==> src/rtl/alu_regread_stage_pkg.sv <==
// Shared types for the ALU register-read stage: widths, uop payload, bypass source tags.
package alu_regread_stage_pkg;

    localparam int unsigned XLEN  = 32;
    localparam int unsigned PRF_W = 6;
    localparam int unsigned IMM_W = 16;

    typedef logic [PRF_W-1:0] PRFNum;

    typedef struct packed {
        PRFNum             op0_paddr;
        PRFNum             op1_paddr;
        PRFNum             dst_paddr;
        logic              dst_we;
        logic [IMM_W-1:0]  imm;
        logic              use_imm;
    } UOPBundle;

    // Which path supplied an operand; kept for debug visibility only.
    typedef enum logic [2:0] {
        EX0 = 3'd0,
        EX1 = 3'd1,
        WB0 = 3'd2,
        WB1 = 3'd3,
        PRF = 3'd4,
        IMM = 3'd5
    } Bypass_Src;

    // Sign-extend the uop immediate to datapath width.
    function automatic logic [XLEN-1:0] sext_imm(input logic [IMM_W-1:0] imm);
        return {{(XLEN-IMM_W){imm[IMM_W-1]}}, imm};
    endfunction

endpackage

==> src/rtl/alu_operand_bypass.sv <==
// Combinational operand selector: immediate, EX/WB bypass by priority, else PRF data.
module alu_operand_bypass
    import alu_regread_stage_pkg::*;
(
    input  PRFNum               p,
    input  logic [XLEN-1:0]     prf_data,
    input  logic [XLEN-1:0]     ex_res_0,
    input  PRFNum               ex_dst_0,
    input  logic                ex_we_0,
    input  logic [XLEN-1:0]     ex_res_1,
    input  PRFNum               ex_dst_1,
    input  logic                ex_we_1,
    input  logic [XLEN-1:0]     wb_res_0,
    input  PRFNum               wb_dst_0,
    input  logic                wb_we_0,
    input  logic [XLEN-1:0]     wb_res_1,
    input  PRFNum               wb_dst_1,
    input  logic                wb_we_1,
    input  logic                use_imm,
    input  logic [IMM_W-1:0]    imm,
    output logic [XLEN-1:0]     operand_c,
    output Bypass_Src           src_c
);

    logic nz_c;

    // Register 0 is hardwired zero and must never pick up a bypass.
    assign nz_c = (p != PRFNum'(0));

    // Priority select: imm, EX lane 0, EX lane 1, WB lane 0, WB lane 1, PRF.
    always_comb begin
        operand_c = prf_data;
        src_c     = PRF;
        if (use_imm) begin
            operand_c = sext_imm(imm);
            src_c     = IMM;
        end else if (nz_c && ex_we_0 && (ex_dst_0 == p)) begin
            operand_c = ex_res_0;
            src_c     = EX0;
        end else if (nz_c && ex_we_1 && (ex_dst_1 == p)) begin
            operand_c = ex_res_1;
            src_c     = EX1;
        end else if (nz_c && wb_we_0 && (wb_dst_0 == p)) begin
            operand_c = wb_res_0;
            src_c     = WB0;
        end else if (nz_c && wb_we_1 && (wb_dst_1 == p)) begin
            operand_c = wb_res_1;
            src_c     = WB1;
        end
    end

endmodule

==> src/rtl/alu_regread_stage.sv <==
// Two-lane register-read stage: R-stage latches issued uops and reads the PRF,
// operands are resolved through EX/WB bypass, E-stage hands them to the exus.
module alu_regread_stage
    import alu_regread_stage_pkg::*;
(
    input  logic                clk,
    input  logic                rst,
    input  logic                flush,
    input  logic                issue_en_0,
    input  UOPBundle            issue_info_0,
    input  logic                issue_en_1,
    input  UOPBundle            issue_info_1,
    output PRFNum               rf_raddr_l_0,
    output PRFNum               rf_raddr_r_0,
    output PRFNum               rf_raddr_l_1,
    output PRFNum               rf_raddr_r_1,
    input  logic [XLEN-1:0]     rf_rdata_l_0,
    input  logic [XLEN-1:0]     rf_rdata_r_0,
    input  logic [XLEN-1:0]     rf_rdata_l_1,
    input  logic [XLEN-1:0]     rf_rdata_r_1,
    input  logic [XLEN-1:0]     ex_res_0,
    input  PRFNum               ex_dst_0,
    input  logic                ex_we_0,
    input  logic [XLEN-1:0]     ex_res_1,
    input  PRFNum               ex_dst_1,
    input  logic                ex_we_1,
    input  logic [XLEN-1:0]     wb_res_0,
    input  PRFNum               wb_dst_0,
    input  logic                wb_we_0,
    input  logic [XLEN-1:0]     wb_res_1,
    input  PRFNum               wb_dst_1,
    input  logic                wb_we_1,
    output logic                exu_valid_0,
    output UOPBundle            exu_uop_0,
    output logic [XLEN-1:0]     exu_src_a_0,
    output logic [XLEN-1:0]     exu_src_b_0,
    output Bypass_Src           exu_byp_a_0,
    output Bypass_Src           exu_byp_b_0,
    output logic                exu_valid_1,
    output UOPBundle            exu_uop_1,
    output logic [XLEN-1:0]     exu_src_a_1,
    output logic [XLEN-1:0]     exu_src_b_1,
    output Bypass_Src           exu_byp_a_1,
    output Bypass_Src           exu_byp_b_1
);

    logic            r_valid_0, r_valid_1;
    UOPBundle        r_uop_0, r_uop_1;

    logic [XLEN-1:0] opnd_a_0_c, opnd_b_0_c, opnd_a_1_c, opnd_b_1_c;
    Bypass_Src       byp_a_0_c, byp_b_0_c, byp_a_1_c, byp_b_1_c;

    // PRF addresses come straight from the R-stage uop, valid or not.
    assign rf_raddr_l_0 = r_uop_0.op0_paddr;
    assign rf_raddr_r_0 = r_uop_0.op1_paddr;
    assign rf_raddr_l_1 = r_uop_1.op0_paddr;
    assign rf_raddr_r_1 = r_uop_1.op1_paddr;

    alu_operand_bypass u_byp_a_0 (
        .p(r_uop_0.op0_paddr), .prf_data(rf_rdata_l_0),
        .ex_res_0(ex_res_0), .ex_dst_0(ex_dst_0), .ex_we_0(ex_we_0),
        .ex_res_1(ex_res_1), .ex_dst_1(ex_dst_1), .ex_we_1(ex_we_1),
        .wb_res_0(wb_res_0), .wb_dst_0(wb_dst_0), .wb_we_0(wb_we_0),
        .wb_res_1(wb_res_1), .wb_dst_1(wb_dst_1), .wb_we_1(wb_we_1),
        .use_imm(1'b0), .imm('0),
        .operand_c(opnd_a_0_c), .src_c(byp_a_0_c)
    );

    alu_operand_bypass u_byp_b_0 (
        .p(r_uop_0.op1_paddr), .prf_data(rf_rdata_r_0),
        .ex_res_0(ex_res_0), .ex_dst_0(ex_dst_0), .ex_we_0(ex_we_0),
        .ex_res_1(ex_res_1), .ex_dst_1(ex_dst_1), .ex_we_1(ex_we_1),
        .wb_res_0(wb_res_0), .wb_dst_0(wb_dst_0), .wb_we_0(wb_we_0),
        .wb_res_1(wb_res_1), .wb_dst_1(wb_dst_1), .wb_we_1(wb_we_1),
        .use_imm(r_uop_0.use_imm), .imm(r_uop_0.imm),
        .operand_c(opnd_b_0_c), .src_c(byp_b_0_c)
    );

    alu_operand_bypass u_byp_a_1 (
        .p(r_uop_1.op0_paddr), .prf_data(rf_rdata_l_1),
        .ex_res_0(ex_res_0), .ex_dst_0(ex_dst_0), .ex_we_0(ex_we_0),
        .ex_res_1(ex_res_1), .ex_dst_1(ex_dst_1), .ex_we_1(ex_we_1),
        .wb_res_0(wb_res_0), .wb_dst_0(wb_dst_0), .wb_we_0(wb_we_0),
        .wb_res_1(wb_res_1), .wb_dst_1(wb_dst_1), .wb_we_1(wb_we_1),
        .use_imm(1'b0), .imm('0),
        .operand_c(opnd_a_1_c), .src_c(byp_a_1_c)
    );

    alu_operand_bypass u_byp_b_1 (
        .p(r_uop_1.op1_paddr), .prf_data(rf_rdata_r_1),
        .ex_res_0(ex_res_0), .ex_dst_0(ex_dst_0), .ex_we_0(ex_we_0),
        .ex_res_1(ex_res_1), .ex_dst_1(ex_dst_1), .ex_we_1(ex_we_1),
        .wb_res_0(wb_res_0), .wb_dst_0(wb_dst_0), .wb_we_0(wb_we_0),
        .wb_res_1(wb_res_1), .wb_dst_1(wb_dst_1), .wb_we_1(wb_we_1),
        .use_imm(r_uop_1.use_imm), .imm(r_uop_1.imm),
        .operand_c(opnd_b_1_c), .src_c(byp_b_1_c)
    );

    // R and E pipeline registers; flush kills valids only, payload keeps flowing.
    always_ff @(posedge clk or negedge rst) begin
        if (!rst) begin
            r_valid_0   <= 1'b0;
            r_valid_1   <= 1'b0;
            r_uop_0     <= '0;
            r_uop_1     <= '0;
            exu_valid_0 <= 1'b0;
            exu_valid_1 <= 1'b0;
            exu_uop_0   <= '0;
            exu_uop_1   <= '0;
            exu_src_a_0 <= '0;
            exu_src_b_0 <= '0;
            exu_src_a_1 <= '0;
            exu_src_b_1 <= '0;
            exu_byp_a_0 <= PRF;
            exu_byp_b_0 <= PRF;
            exu_byp_a_1 <= PRF;
            exu_byp_b_1 <= PRF;
        end else begin
            r_uop_0     <= issue_info_0;
            r_uop_1     <= issue_info_1;
            exu_uop_0   <= r_uop_0;
            exu_uop_1   <= r_uop_1;
            exu_src_a_0 <= opnd_a_0_c;
            exu_src_b_0 <= opnd_b_0_c;
            exu_src_a_1 <= opnd_a_1_c;
            exu_src_b_1 <= opnd_b_1_c;
            exu_byp_a_0 <= byp_a_0_c;
            exu_byp_b_0 <= byp_b_0_c;
            exu_byp_a_1 <= byp_a_1_c;
            exu_byp_b_1 <= byp_b_1_c;
            if (flush) begin
                r_valid_0   <= 1'b0;
                r_valid_1   <= 1'b0;
                exu_valid_0 <= 1'b0;
                exu_valid_1 <= 1'b0;
            end else begin
                r_valid_0   <= issue_en_0;
                r_valid_1   <= issue_en_1;
                exu_valid_0 <= r_valid_0;
                exu_valid_1 <= r_valid_1;
            end
        end
    end

endmodule

==> config.mk <==
export PLATFORM = sky130hd
export DESIGN_NAME = alu_regread_stage
export DESIGN_NICKNAME = d
export VERILOG_FILES = /design/src/rtl/alu_regread_stage_pkg.sv /design/src/rtl/alu_operand_bypass.sv /design/src/rtl/alu_regread_stage.sv
export SDC_FILE = /design/constraint.sdc
export NUM_CORES = 1
export LEC_CHECK = 0
export CORE_AREA = 5 5 229 231
export CTS_CLUSTER_SIZE = 12
export DETAILED_ROUTE_END_ITERATION = 7
export DIE_AREA = 0 0 234 236
export PLACE_DENSITY_LB_ADDON = 0.12
export SLEW_MARGIN = 30
export SYNTH_ARGS = -nofsm -noshare
export SYNTH_HDL_FRONTEND = slang
export SYNTH_SLANG_ARGS = --single-unit
==> constraint.sdc <==
create_clock -name clk -period 3.1 [get_ports clk]
set_input_delay 0.31 -clock clk [delete_from_list [all_inputs] [get_ports clk]]
set_output_delay 0.31 -clock clk [all_outputs]
set_load 0.1 [all_outputs]
### Yosys cells after proc, flatten, opt, wreduce, memory -nomap -nowiden

Index checks and enable logic that the tools add are counted.

* register bits: 288
* bits of input ports: 361
* output and inout bits: 238

* eq/ne operators: 16
* muxes and demuxes: 40
* reduce and logical (&&, ||, !) cells: 36

Operators with widths (count)
* 32-bit two-way mux: 18
* 6-bit == test: 16
* 3-bit two-way mux: 18
* 1-bit logical AND: 32
* 6-bit nonzero test: 4
* 1-bit two-way mux: 4

### Longest topological paths before layout

* depth after elaboration: 8
* depth in mapped cells: 10
* mapped depth without buffers: 6

### Hierarchy

From an unflattened synthesis, not the netlist that was laid out.

* cells, all modules: 1709
* area total of the unflattened synthesis: 17680.7 um^2

Modules (own cells, without submodules)
* alu_operand_bypass: times used 4, cells each 348, area each 2565.0 um^2, seq. area each 0.0 um^2
* alu_regread_stage: times used 1, cells each 317, area each 7420.9 um^2, seq. area each 7211.9 um^2

### Worst setup path before layout

Ideal clock, no wire load.

* path type: register -> register
* start: register r_uop_0, in the netlist rf_raddr_r_0[3]
* end: register exu_src_b_0[21]
* data arrival time: 2.140 ns
* path slack: 0.825 ns
* cell stages (with the launch flop): 10
* path buffers: 3
* clock period less this slack: 2.275 ns
* cell sequence: dfrtp_1 > buf_2 > or4_4 > nor3_4 > nor3_2 > and2_1 > buf_4 > buf_6 > a221oi_1 > o22ai_1

* cells in the longest elaborated chain, start to end: 8

Ends and longest elaborated chain
* from (decl): line alu_regread_stage.sv:48 `UOPBundle r_uop_0, r_uop_1;`
* from (signal assigned): line alu_regread_stage.sv:119 `r_uop_0 <= issue_info_0;`
* 6-bit nonzero test: line alu_operand_bypass.sv:28 `assign nz_c = (p != PRFNum'(0));`
* 1-bit logical AND (2 in series): line alu_operand_bypass.sv:46 `end else if (nz_c && wb_we_1 && (wb_dst_1 == p)) begin`
* 32-bit two-way mux: line alu_operand_bypass.sv:46
* 32-bit two-way mux: line alu_operand_bypass.sv:43 `end else if (nz_c && wb_we_0 && (wb_dst_0 == p)) begin`
* 32-bit two-way mux: line alu_operand_bypass.sv:40 `end else if (nz_c && ex_we_1 && (ex_dst_1 == p)) begin`
* 32-bit two-way mux *: line alu_operand_bypass.sv:37 `end else if (nz_c && ex_we_0 && (ex_dst_0 == p)) begin`
* 32-bit two-way mux *: line alu_operand_bypass.sv:34 `if (use_imm) begin`
* named net opnd_b_0_c[21]: line alu_regread_stage.sv:50 `logic [XLEN-1:0] opnd_a_0_c, opnd_b_0_c, opnd_a_1_c, opnd_b_1_c;`
* to (signal assigned): line alu_regread_stage.sv:124 `exu_src_b_0 <= opnd_b_0_c;`
* to (decl): line alu_regread_stage.sv:36 `output logic [XLEN-1:0] exu_src_b_0,`

The timed path passes the listed nets; every way through them passes the cells marked *.

### Final worst setup path

* start: register r_uop_1, in the netlist rf_raddr_r_1[2]
* end: register exu_src_b_1[16]

* cells in the longest elaborated chain, start to end: 8

Ends and longest elaborated chain
* from (decl): line alu_regread_stage.sv:48
* from (signal assigned): line alu_regread_stage.sv:120 `r_uop_1 <= issue_info_1;`
* 6-bit nonzero test: line alu_operand_bypass.sv:28
* 1-bit logical AND (2 in series): line alu_operand_bypass.sv:46
* 32-bit two-way mux: line alu_operand_bypass.sv:46
* 32-bit two-way mux: line alu_operand_bypass.sv:43
* 32-bit two-way mux: line alu_operand_bypass.sv:40
* 32-bit two-way mux *: line alu_operand_bypass.sv:37
* 32-bit two-way mux *: line alu_operand_bypass.sv:34
* named net opnd_b_1_c[16]: line alu_regread_stage.sv:50
* to (signal assigned): line alu_regread_stage.sv:126 `exu_src_b_1 <= opnd_b_1_c;`
* to (decl): line alu_regread_stage.sv:42 `output logic [XLEN-1:0] exu_src_b_1,`

Marks and branches as above.

==> results.md <==
- WP data arrival: 3190 ps
- Total die area: 55200 um^2
- RSZ-0062 raised after global routing: false
- Power, Total: 11.8 mW
- Worst reg2reg startpoint: rf_raddr_r_1[2]$_DFF_PN0_
- Worst EP required: 3510 ps
- Hold path depth: 1
- CTS resizes: 0
- Worst Path Max Fanout: 17
- Max-slew violation count: 0
- # setup viols final: 0
- Net Sw Frac: 35.9%
- Post-Synthesis Cell Area: 14400 um^2
- Asr flop ratio synth: 100%
- Post-synth top area share: 49.4%
- Max-Cap Viols: 0
- Sequential fraction of the synthesis area: 50.1%
- Max_slew headroom: 30.3%
- Clock sink count: 288
- Comb power frac: 29.2%
- Setup_tns: 0 ps
- Reg power frac: 34.9%
- Initial antenna violation count: 11
- CTS max path bufs: 3
- Drt total wl: 74.6 mm
- Pin count of the biggest net entering global routing: 88
- Synth-to-layout area growth: 52.9%
- Pre-antenna DRT Iters: 6
- Global-route wire length before repair: 106 mm
- Critical Path Source Type: register
- Routed wire per std cell: 28.8 um
- Mean Syn Cell Area: 10.7 um^2
- Most common cell after layout, fill and taps aside: clkdlybuf4s50_1
- Fin cells: 2590
- Final Hold Viols: 0
- Hold Worst Slack: 191 ps
- Vias: 13900
- Routed Antenna Nets: 0
- Via density per instance: 5.38
- Worst-path clk slew: 50 ps
- CTS tree: built
- Hpwl dp: 54.0 mm
- GR Util All Layers: 25.9%
- Drt first-iter violations: 1408
- Gate Count Post-Synth: 1351
- H-tree depth: 2
- Drt drc: 0
- IO Port Bufs: 598
- Synth Net Count: 1712
- Most frequent cells in the layout: clkdlybuf4s50_1, dfrtp_1, buf_4
- Final net count: 2242
- FF+latch area: 7210 um^2
- Crit Path Class: register to register
- Synth warn: 0
- Clock Power Share: 35.9%
- Pwr dens: 537 nW/um^2
- Pleak: 8.69 nW
- Core area: 49900 um^2
- Tcrit/Tclk final: 89.7%
- Clk_lat worst skew: 550 ps
- CP Capture Type: register
- Max VDD drop: 0.424 mV
- Synth area leaders: dfrtp_1, mux2i_1, xnor2_1, a221o_1, nor2_1
- #FFs+latches synth: 288
- Gpl congestion: 0.862
- Status: complete, no violations
- Psw: 4.25 mW
- Num rows: 82
- Crit path from: rf_raddr_r_1[2]$_DFF_PN0_
- Fmax: 0.360 GHz
- Final min period: 2780 ps
- Filler cell count: 4817
- Gr ovfl total: 0
- Share of layout cells above drive strength 1: 16.2%
- Number of global-route vias before repair: 14100
- Inserted Clock Buffers: 37
- Clock Skews: 13.5 ps
- Hold Startpoint: issue_info_1[26]
- Predominant post-synthesis flop cell: dfrtp_1
- Slew @ Worst Pin: 1040 ps
- Die height: 236 um
- Initial core utilization: 28.9%
- Synth cell types: 46
- Number of enable-type register cells in the synthesized netlist: 0
- Post-synth top area cell: dfrtp_1
- Inst Count DP: 2513
- Root buf cell: clkbuf_16
- Min setup slack post-route: 320 ps
- P_int: 7.57 mW
- Io pins: 599
- Dpl ws: 4.00 ps
- Worst R2R Path Depth: 7
- Worst Hold Class: input pin to register
- Chip width: 234 um
- Multi-input gate area: 6420 um^2
logic make-up after synthesis:
group | synth area share (%)
multiplexers | 6.89
AO/OA/AOI/OAI | 19.6
XOR/XNOR | 5.84
flip-flops | 50.1
AND/OR/NAND/NOR | 11.4
buffers and inverters | 6.18
registers in the layout, summed over array words and instances, names as in the netlist, 24 cells and up:
name         cells
exu_src_a_0     32
exu_src_a_1     32
exu_src_b_0     32
exu_src_b_1     32
exu_uop_0       36
exu_uop_1       36
r_uop_0         24
r_uop_1         24
metal layers:
layer / vias to the layer above / global-route usage (%) / routed length [um]
li1: 6048 / - / -
met1: 6953 / 32.6 / 29100
met2: 801 / 44.2 / 37300
met3: 130 / 6.06 / 6260
met4: 4 / 7.65 / 1960
met5: - / 0 / 24
timing repair:
| item | 4_1_cts | 5_1_grt |
|---|---|---|
| buffers inserted | 0 | 0 |
| hold endpoints to repair | 78 | 0 |
| hold buffers | 1 | 0 |
power by group through the flow:
stage	Clock, mW	Combinational, mW	Sequential [mW]
final	4.25	3.45	4.13
after global routing	4.48	3.57	4.15
after CTS	4.35	3.46	4.13
after detailed placement	0	3.45	4.19
after global placement	0	3.44	4.19
after floorplan	0	0.730	5.58
metrics by stage:
step	utilization [%]	instance area, um^2
2_1_floorplan	-	14400
3_3_place_gp	41.7	20800
3_5_place_dp	41.7	20800
4_1_cts	44.1	22000
5_1_grt	44.1	22000
6_report	44.2	22000
cells in the mapped netlist (2+ instances only):
library cell	count
a211o_1	16
a211oi_1	55
a211oi_2	10
a21oi_1	19
a221o_1	64
a221oi_1	48
a22o_1	14
a31oi_1	15
and3_1	19
buf_1	3
buf_2	38
buf_4	33
buf_6	8
clkbuf_1	92
dfrtp_1	284
dfstp_2	4
mux2_2	17
mux2i_1	80
nand2_1	68
nand2b_1	19
nand3_1	19
nand4_1	14
nor2_1	165
nor2_2	2
nor2b_1	10
nor3_1	8
nor3_2	6
nor3_4	2
nor4_1	4
o21ai_0	2
o21bai_1	2
o221ai_1	34
o22ai_1	34
o31ai_1	29
or3_1	7
or4_1	2
or4_4	2
xnor2_1	90
xor2_1	6
final timing paths:
check	slack (ps)	end
max reg2reg	320	exu_src_b_1[16]$_DFF_PN0_
max in group asynchronous	1850	exu_src_a_0[20]$_DFF_PN0_
min in group asynchronous	270	exu_uop_1[17]$_DFF_PN0_
min	190	rf_raddr_r_1[2]$_DFF_PN0_
max	320	exu_src_b_1[16]$_DFF_PN0_
min reg2reg	350	exu_uop_1[19]$_DFF_PN0_
cell type report:
class	count	share of cell area [%]
clock inverters	13	0.665
repair buffers	666	28.8
flip-flops and latches	288	32.8
multi-input cells	888	29.2
clock buffers	52	4.69
diodes	11	0.125
well taps	672	3.82
critical path: stages, from the launching register on:
cell	delay [ps]
dfrtp_1	570
xor2_2	260
nor4b_1	510
nand3_2	530
buf_4	420
nand2_1	100
and3_1	150
o22ai_1	80
(Power assumes the default switching activity.)
